==> config.mk <==
export PLATFORM = sky130hd
export DESIGN_NAME = store_buffer_flat
export DESIGN_NICKNAME = d
export VERILOG_FILES = /design/src/rtl/store_buffer_if.sv /design/src/rtl/store_buffer.sv /design/src/flat_wrapper.sv
export SDC_FILE = /design/constraint.sdc
export NUM_CORES = 1
export LEC_CHECK = 0
export BUFFER_PORTS_ARGS = -buffer_cell sky130_fd_sc_hd__buf_2
export CAP_MARGIN = 20
export CORE_ASPECT_RATIO = 1.75
export CORE_MARGIN = 2
export CORE_UTILIZATION = 35
export DETAILED_ROUTE_END_ITERATION = 6
export GPL_ROUTABILITY_DRIVEN = 0
export HOLD_SLACK_MARGIN = 0.05
export SETUP_SLACK_MARGIN = 0.3
export SLEW_MARGIN = 10
export SYNTH_ARGS = -nofsm -noshare
export SYNTH_HDL_FRONTEND = slang
export SYNTH_SLANG_ARGS = --single-unit
==> constraint.sdc <==
create_clock -name clk -period 7.6 [get_ports clk]
set_clock_uncertainty 0.1 [all_clocks]
set_input_delay 0.38 -clock clk [delete_from_list [all_inputs] [get_ports clk]]
set_output_delay 0.38 -clock clk [all_outputs]
set_load 0.01 [all_outputs]
==> src/rtl/store_buffer_if.sv <==
// Store-buffer port bundle: MEM-stage store/load requests in, data-memory write port and
// status out. The buffer itself uses the slave modport.
interface store_buffer_if #(
    parameter int unsigned PTR_W = 2
);
    logic             st_valid;
    logic [31:0]      st_addr;
    logic [31:0]      st_data;
    logic [2:0]       st_type;
    logic [31:0]      st_pc;
    logic             ld_valid;
    logic [31:0]      ld_addr;
    logic             drain_hold;
    logic             stall;
    logic             dm_we;
    logic [29:0]      dm_addr;
    logic [31:0]      dm_din;
    logic [2:0]       dm_type;
    logic [31:0]      dm_pc;
    logic             empty;
    logic [PTR_W:0]   count;

    modport master (
        output st_valid, st_addr, st_data, st_type, st_pc, ld_valid, ld_addr, drain_hold,
        input  stall, dm_we, dm_addr, dm_din, dm_type, dm_pc, empty, count
    );

    modport slave (
        input  st_valid, st_addr, st_data, st_type, st_pc, ld_valid, ld_addr, drain_hold,
        output stall, dm_we, dm_addr, dm_din, dm_type, dm_pc, empty, count
    );
endinterface

==> src/rtl/store_buffer.sv <==
// In-order FIFO write buffer between the MEM stage and the data memory write port.
// Drains one store per cycle and stalls loads that hit a pending store's word address.
module store_buffer #(
    parameter int unsigned DEPTH = 4,
    parameter int unsigned PTR_W = 2
) (
    input logic           clk,
    input logic           rst,
    store_buffer_if.slave bus
);

    typedef struct packed {
        logic [29:0] addr;
        logic [31:0] data;
        logic [2:0]  typ;
        logic [31:0] pc;
    } entry_t;

    entry_t           mem_q [DEPTH];
    logic [PTR_W-1:0] wr_ptr_q;
    logic [PTR_W-1:0] rd_ptr_q;
    logic [PTR_W:0]   count_q;

    logic             full;
    logic             is_empty;
    logic             push;
    logic             pop;
    logic             ld_hit;
    logic [PTR_W-1:0] off;
    logic             unused_addr_bits;

    assign unused_addr_bits = ^{bus.st_addr[1:0], bus.ld_addr[1:0]};

    assign full     = (count_q == (PTR_W + 1)'(DEPTH));
    assign is_empty = (count_q == '0);
    assign push     = bus.st_valid & ~full;
    assign pop      = ~is_empty & ~bus.drain_hold;

    // An entry is live when its distance from rd_ptr is below count; covers the full case.
    always_comb begin
        ld_hit = 1'b0;
        off    = '0;
        for (int unsigned i = 0; i < DEPTH; i++) begin
            off = PTR_W'(i) - rd_ptr_q;
            if (({1'b0, off} < count_q) && (mem_q[i].addr == bus.ld_addr[31:2])) begin
                ld_hit = 1'b1;
            end
        end
    end

    assign bus.stall   = (bus.ld_valid & ld_hit) | (bus.st_valid & full);
    assign bus.dm_we   = pop;
    assign bus.dm_addr = mem_q[rd_ptr_q].addr;
    assign bus.dm_din  = mem_q[rd_ptr_q].data;
    assign bus.dm_type = mem_q[rd_ptr_q].typ;
    assign bus.dm_pc   = mem_q[rd_ptr_q].pc;
    assign bus.empty   = is_empty;
    assign bus.count   = count_q;

    always_ff @(posedge clk) begin
        if (push) begin
            mem_q[wr_ptr_q] <= '{addr: bus.st_addr[31:2], data: bus.st_data,
                                 typ: bus.st_type, pc: bus.st_pc};
        end
    end

    always_ff @(posedge clk or posedge rst) begin
        if (rst) begin
            wr_ptr_q <= '0;
            rd_ptr_q <= '0;
            count_q  <= '0;
        end else begin
            if (push) wr_ptr_q <= wr_ptr_q + PTR_W'(1);
            if (pop)  rd_ptr_q <= rd_ptr_q + PTR_W'(1);
            if (push && !pop)      count_q <= count_q + (PTR_W + 1)'(1);
            else if (pop && !push) count_q <= count_q - (PTR_W + 1)'(1);
        end
    end

endmodule

==> src/flat_wrapper.sv <==
// flat-port wrapper written by rule: the top's interface ports become plain ports
module store_buffer_flat 
#(
    parameter int unsigned DEPTH = 4,
    parameter int unsigned PTR_W = 2
)
  (clk, rst, bus_st_valid, bus_st_addr, bus_st_data, bus_st_type, bus_st_pc, bus_ld_valid, bus_ld_addr, bus_drain_hold, bus_stall, bus_dm_we, bus_dm_addr, bus_dm_din, bus_dm_type, bus_dm_pc, bus_empty, bus_count);
  store_buffer_if #(.PTR_W(PTR_W)) bus_i ();
  input logic clk;
  input logic rst;
  input wire logic [$bits(bus_i.st_valid)-1:0] bus_st_valid;
  input wire logic [$bits(bus_i.st_addr)-1:0] bus_st_addr;
  input wire logic [$bits(bus_i.st_data)-1:0] bus_st_data;
  input wire logic [$bits(bus_i.st_type)-1:0] bus_st_type;
  input wire logic [$bits(bus_i.st_pc)-1:0] bus_st_pc;
  input wire logic [$bits(bus_i.ld_valid)-1:0] bus_ld_valid;
  input wire logic [$bits(bus_i.ld_addr)-1:0] bus_ld_addr;
  input wire logic [$bits(bus_i.drain_hold)-1:0] bus_drain_hold;
  output wire logic [$bits(bus_i.stall)-1:0] bus_stall;
  output wire logic [$bits(bus_i.dm_we)-1:0] bus_dm_we;
  output wire logic [$bits(bus_i.dm_addr)-1:0] bus_dm_addr;
  output wire logic [$bits(bus_i.dm_din)-1:0] bus_dm_din;
  output wire logic [$bits(bus_i.dm_type)-1:0] bus_dm_type;
  output wire logic [$bits(bus_i.dm_pc)-1:0] bus_dm_pc;
  output wire logic [$bits(bus_i.empty)-1:0] bus_empty;
  output wire logic [$bits(bus_i.count)-1:0] bus_count;
  assign bus_i.st_valid = bus_st_valid;
  assign bus_i.st_addr = bus_st_addr;
  assign bus_i.st_data = bus_st_data;
  assign bus_i.st_type = bus_st_type;
  assign bus_i.st_pc = bus_st_pc;
  assign bus_i.ld_valid = bus_ld_valid;
  assign bus_i.ld_addr = bus_ld_addr;
  assign bus_i.drain_hold = bus_drain_hold;
  assign bus_stall = bus_i.stall;
  assign bus_dm_we = bus_i.dm_we;
  assign bus_dm_addr = bus_i.dm_addr;
  assign bus_dm_din = bus_i.dm_din;
  assign bus_dm_type = bus_i.dm_type;
  assign bus_dm_pc = bus_i.dm_pc;
  assign bus_empty = bus_i.empty;
  assign bus_count = bus_i.count;
  store_buffer #(.DEPTH(DEPTH), .PTR_W(PTR_W)) u_core (.clk(clk), .rst(rst), .bus(bus_i));
endmodule
==> flow_summary.json <==
{
  "status": "finished clean",
  "tns_ns": 0,
  "avgSynthCellArea_um2": 21.7,
  "drv_slew": 0,
  "period_share_pct": 46.8,
  "postCtsSetupRepairBufs": 0,
  "netlist_area_um2": 15800,
  "p_total_mw": 7.23,
  "crit_arrival_ns": 3.07,
  "yosys_warnings": 0,
  "die_w_um": 165,
  "drc": 0,
  "wire_per_inst_um": 22.4,
  "nets": 1230,
  "grtUsageMet3_pct": 3.33,
  "max_cap_violations": 0,
  "grt_setup_unrepaired": "no",
  "grt_pass1_wl_um": 55300,
  "irDropWorstVdd_mv": 0.223,
  "synth_fp_nets": 873,
  "powerDensity_nw_per_um2": 363,
  "timing.fmax_mhz": 281,
  "fin_util_pct": 44.5,
  "synth_top_area_cell": "edfxtp_1",
  "grt_pass1_vias": 8864,
  "ctsHtreeMaxLevel": 2,
  "ant_nets": 0,
  "hold_path_class": "primary input to register",
  "hold_viol_final": 0,
  "grt.met1_usage_pct": 18.6,
  "antenna_found_initial": 7,
  "cts_root_buf": "clkbuf_16",
  "crit_fanout": 66,
  "clk_pin_slew_worst_paths_ns": 0.07,
  "async_reset_ff_share_pct": 1.77,
  "power_leakage_nw": 6.97,
  "cp.required_ns": 7.12,
  "area_growth_pct": 26.3,
  "synth-seq-cells": 395,
  "netlist_instances": 727,
  "die_area_um2": 46900,
  "wl_um": 37900,
  "synth_cell_types": 28,
  "synth.most_common_cell": "edfxtp_1",
  "synth_top_area_share_pct": 73.8,
  "setup_viol": 0,
  "drt_iter0_drc": 370,
  "fin_cells": 1691,
  "cts_resized": 0,
  "start_util_pct": 35.2,
  "portBuffers": 234,
  "worst_setup_path_end_kind": "output pin",
  "holdWs_ns": 0.0762,
  "die_h_um": 285,
  "via_count": 8214,
  "tritoncts": "built",
  "insertion_delay_ns": 0.53,
  "tightest_slew_ns": 1.13,
  "slew_headroom_pct": 24.7,
  "ios": 239,
  "cts_sinks": 395,
  "use_met2_pct": 28.5,
  "timing.final.crit_period_ns": 3.55,
  "core_area_um2": 44800,
  "nFillCells": 3951,
  "dpl.cell_count": 1523,
  "drive_above_1_share_pct": 36.1,
  "synth_common_cells": "edfxtp_1, xor2_1, mux4_2",
  "yosys-top-cells-area": "edfxtp_1, mux4_2, xor2_1",
  "clk_path_buf_depth": 3,
  "startpoint_type": "register",
  "drtPass1Iterations": 6,
  "cts-buffers-inserted": 38,
  "synth-edff-count": 388,
  "gr-max-usage-layer": "met2",
  "grt_usage_pct": 16.2,
  "grt_overflow": 0,
  "dp_hpwl_um": 24600,
  "crit_type": "register to output pin",
  "via_per_inst": 4.86,
  "synthFlopType": "edfxtp_1",
  "synth_seq_area_share_pct": 74.9,
  "grt_max_degree": 67,
  "rows": 103
}
[flip-flops by register name, indices dropped and copies added, names as in the netlist]
name	flops
u_core.rd_ptr_q	2
u_core.mem_q	388
u_core.wr_ptr_q	2
u_core.bus.count	3
[through the flow]
step / area, um^2 / setup slack [ns]
final: 19900 / 4.05
after global routing: 19900 / 3.95
after CTS: 19900 / 4.02
after detailed placement: 17700 / 4.24
after global placement: 17700 / 4.28
after floorplan: 15800 / 3.77
[worst paths after layout]
| kind | from | endpoint | slack (ns) | cells after the start |
|---|---|---|---|---|
| max in group asynchronous | rst | u_core.rd_ptr_q[0]$_DFFE_PP0P_ | 6.86 | 3 |
| worst max-delay path | u_core.rd_ptr_q[1]$_DFFE_PP0P_ | bus_dm_addr[6] | 4.05 | 3 |
| worst min-delay path | bus_drain_hold | u_core.rd_ptr_q[0]$_DFFE_PP0P_ | 0.08 | 3 |
| min in group asynchronous | rst | u_core.bus.count[0]$_DFFE_PP0P_ | 0.24 | 3 |
| worst max register to register | u_core.bus.count[0]$_DFFE_PP0P_ | u_core.mem_q[2][64]$_DFFE_PP_ | 4.26 | 4 |
| worst min register to register | u_core.wr_ptr_q[1]$_DFFE_PP0P_ | u_core.wr_ptr_q[1]$_DFFE_PP0P_ | 0.54 | 2 |
[metal layers]
metal  share of wire, %  wire, um
met1                 37     14100
met2                 53     19900
met3                5.2      1970
met4                4.9      1850
met5               0.11        40
[worst max-delay path, stage by stage (launching register included)]
cell and delay, ns:
dfrtp_4 0.80, buf_4 0.88, mux4_2 0.48, buf_2 0.17
[cells by family (layout without fill, tap and decap cells)]
logic type	after synthesis	in the layout	synth area share, %
flip-flops	395	395	74.9
XOR/XNOR	127	127	7.04
multiplexers	98	98	13.9
AND/OR/NAND/NOR	50	50	1.88
buffers and inverters	33	417	0.864
AO/OA/AOI/OAI	14	14	0.578
adder cells (fa/ha/maj)	10	10	0.840
other	0	3	0
[final cells by class]
cell class / instances / area, um^2 / share of cell area [%]
sequential: 395 / 11800 / 59.3
antenna: 3 / 7.51 / 0.0376
tap: 577 / 722 / 3.62
clock inverter: 23 / 299 / 1.50
clock buffer: 44 / 995 / 4.99
timing repair buffer: 339 / 2200 / 11.1
inverter: 11 / 41.3 / 0.207
multi-input combinational: 299 / 3840 / 19.2
[timing repair]
action	4_1_cts	5_1_grt
endpoints found under the setup margin	0	0
endpoints found under the hold margin	395	0
hold buffers	98	0
[report_power, final]
group | switching, mW | internal [mW] | total [mW]
logic | 1.19 | 0.968 | 2.16
registers | 0.218 | 2.88 | 3.10
clock network | 0.795 | 1.18 | 1.97
[cell usage in the layout, fill, tap and decap left out, drive strengths merged]
master and instances:
dlygate4sd3 98, nor3 5, o21ai 1, a31oi 1, a21oi 6, clkinvlp 1
mux4 97, a211oi 2, clkbuf 44, nor2 3, bufinv 7, dfrtp 7
xnor2 13, a21boi 1, diode 3, clkinv 13, a41oi 1, edfxtp 388
and2 4, nor4 24, nand4 9, ha 9, fa 1, xor2 114
a2111oi 2, buf 241, nand2 2, inv 13, nand3 3, mux2 1
Power figures use the tool's default switching activity.
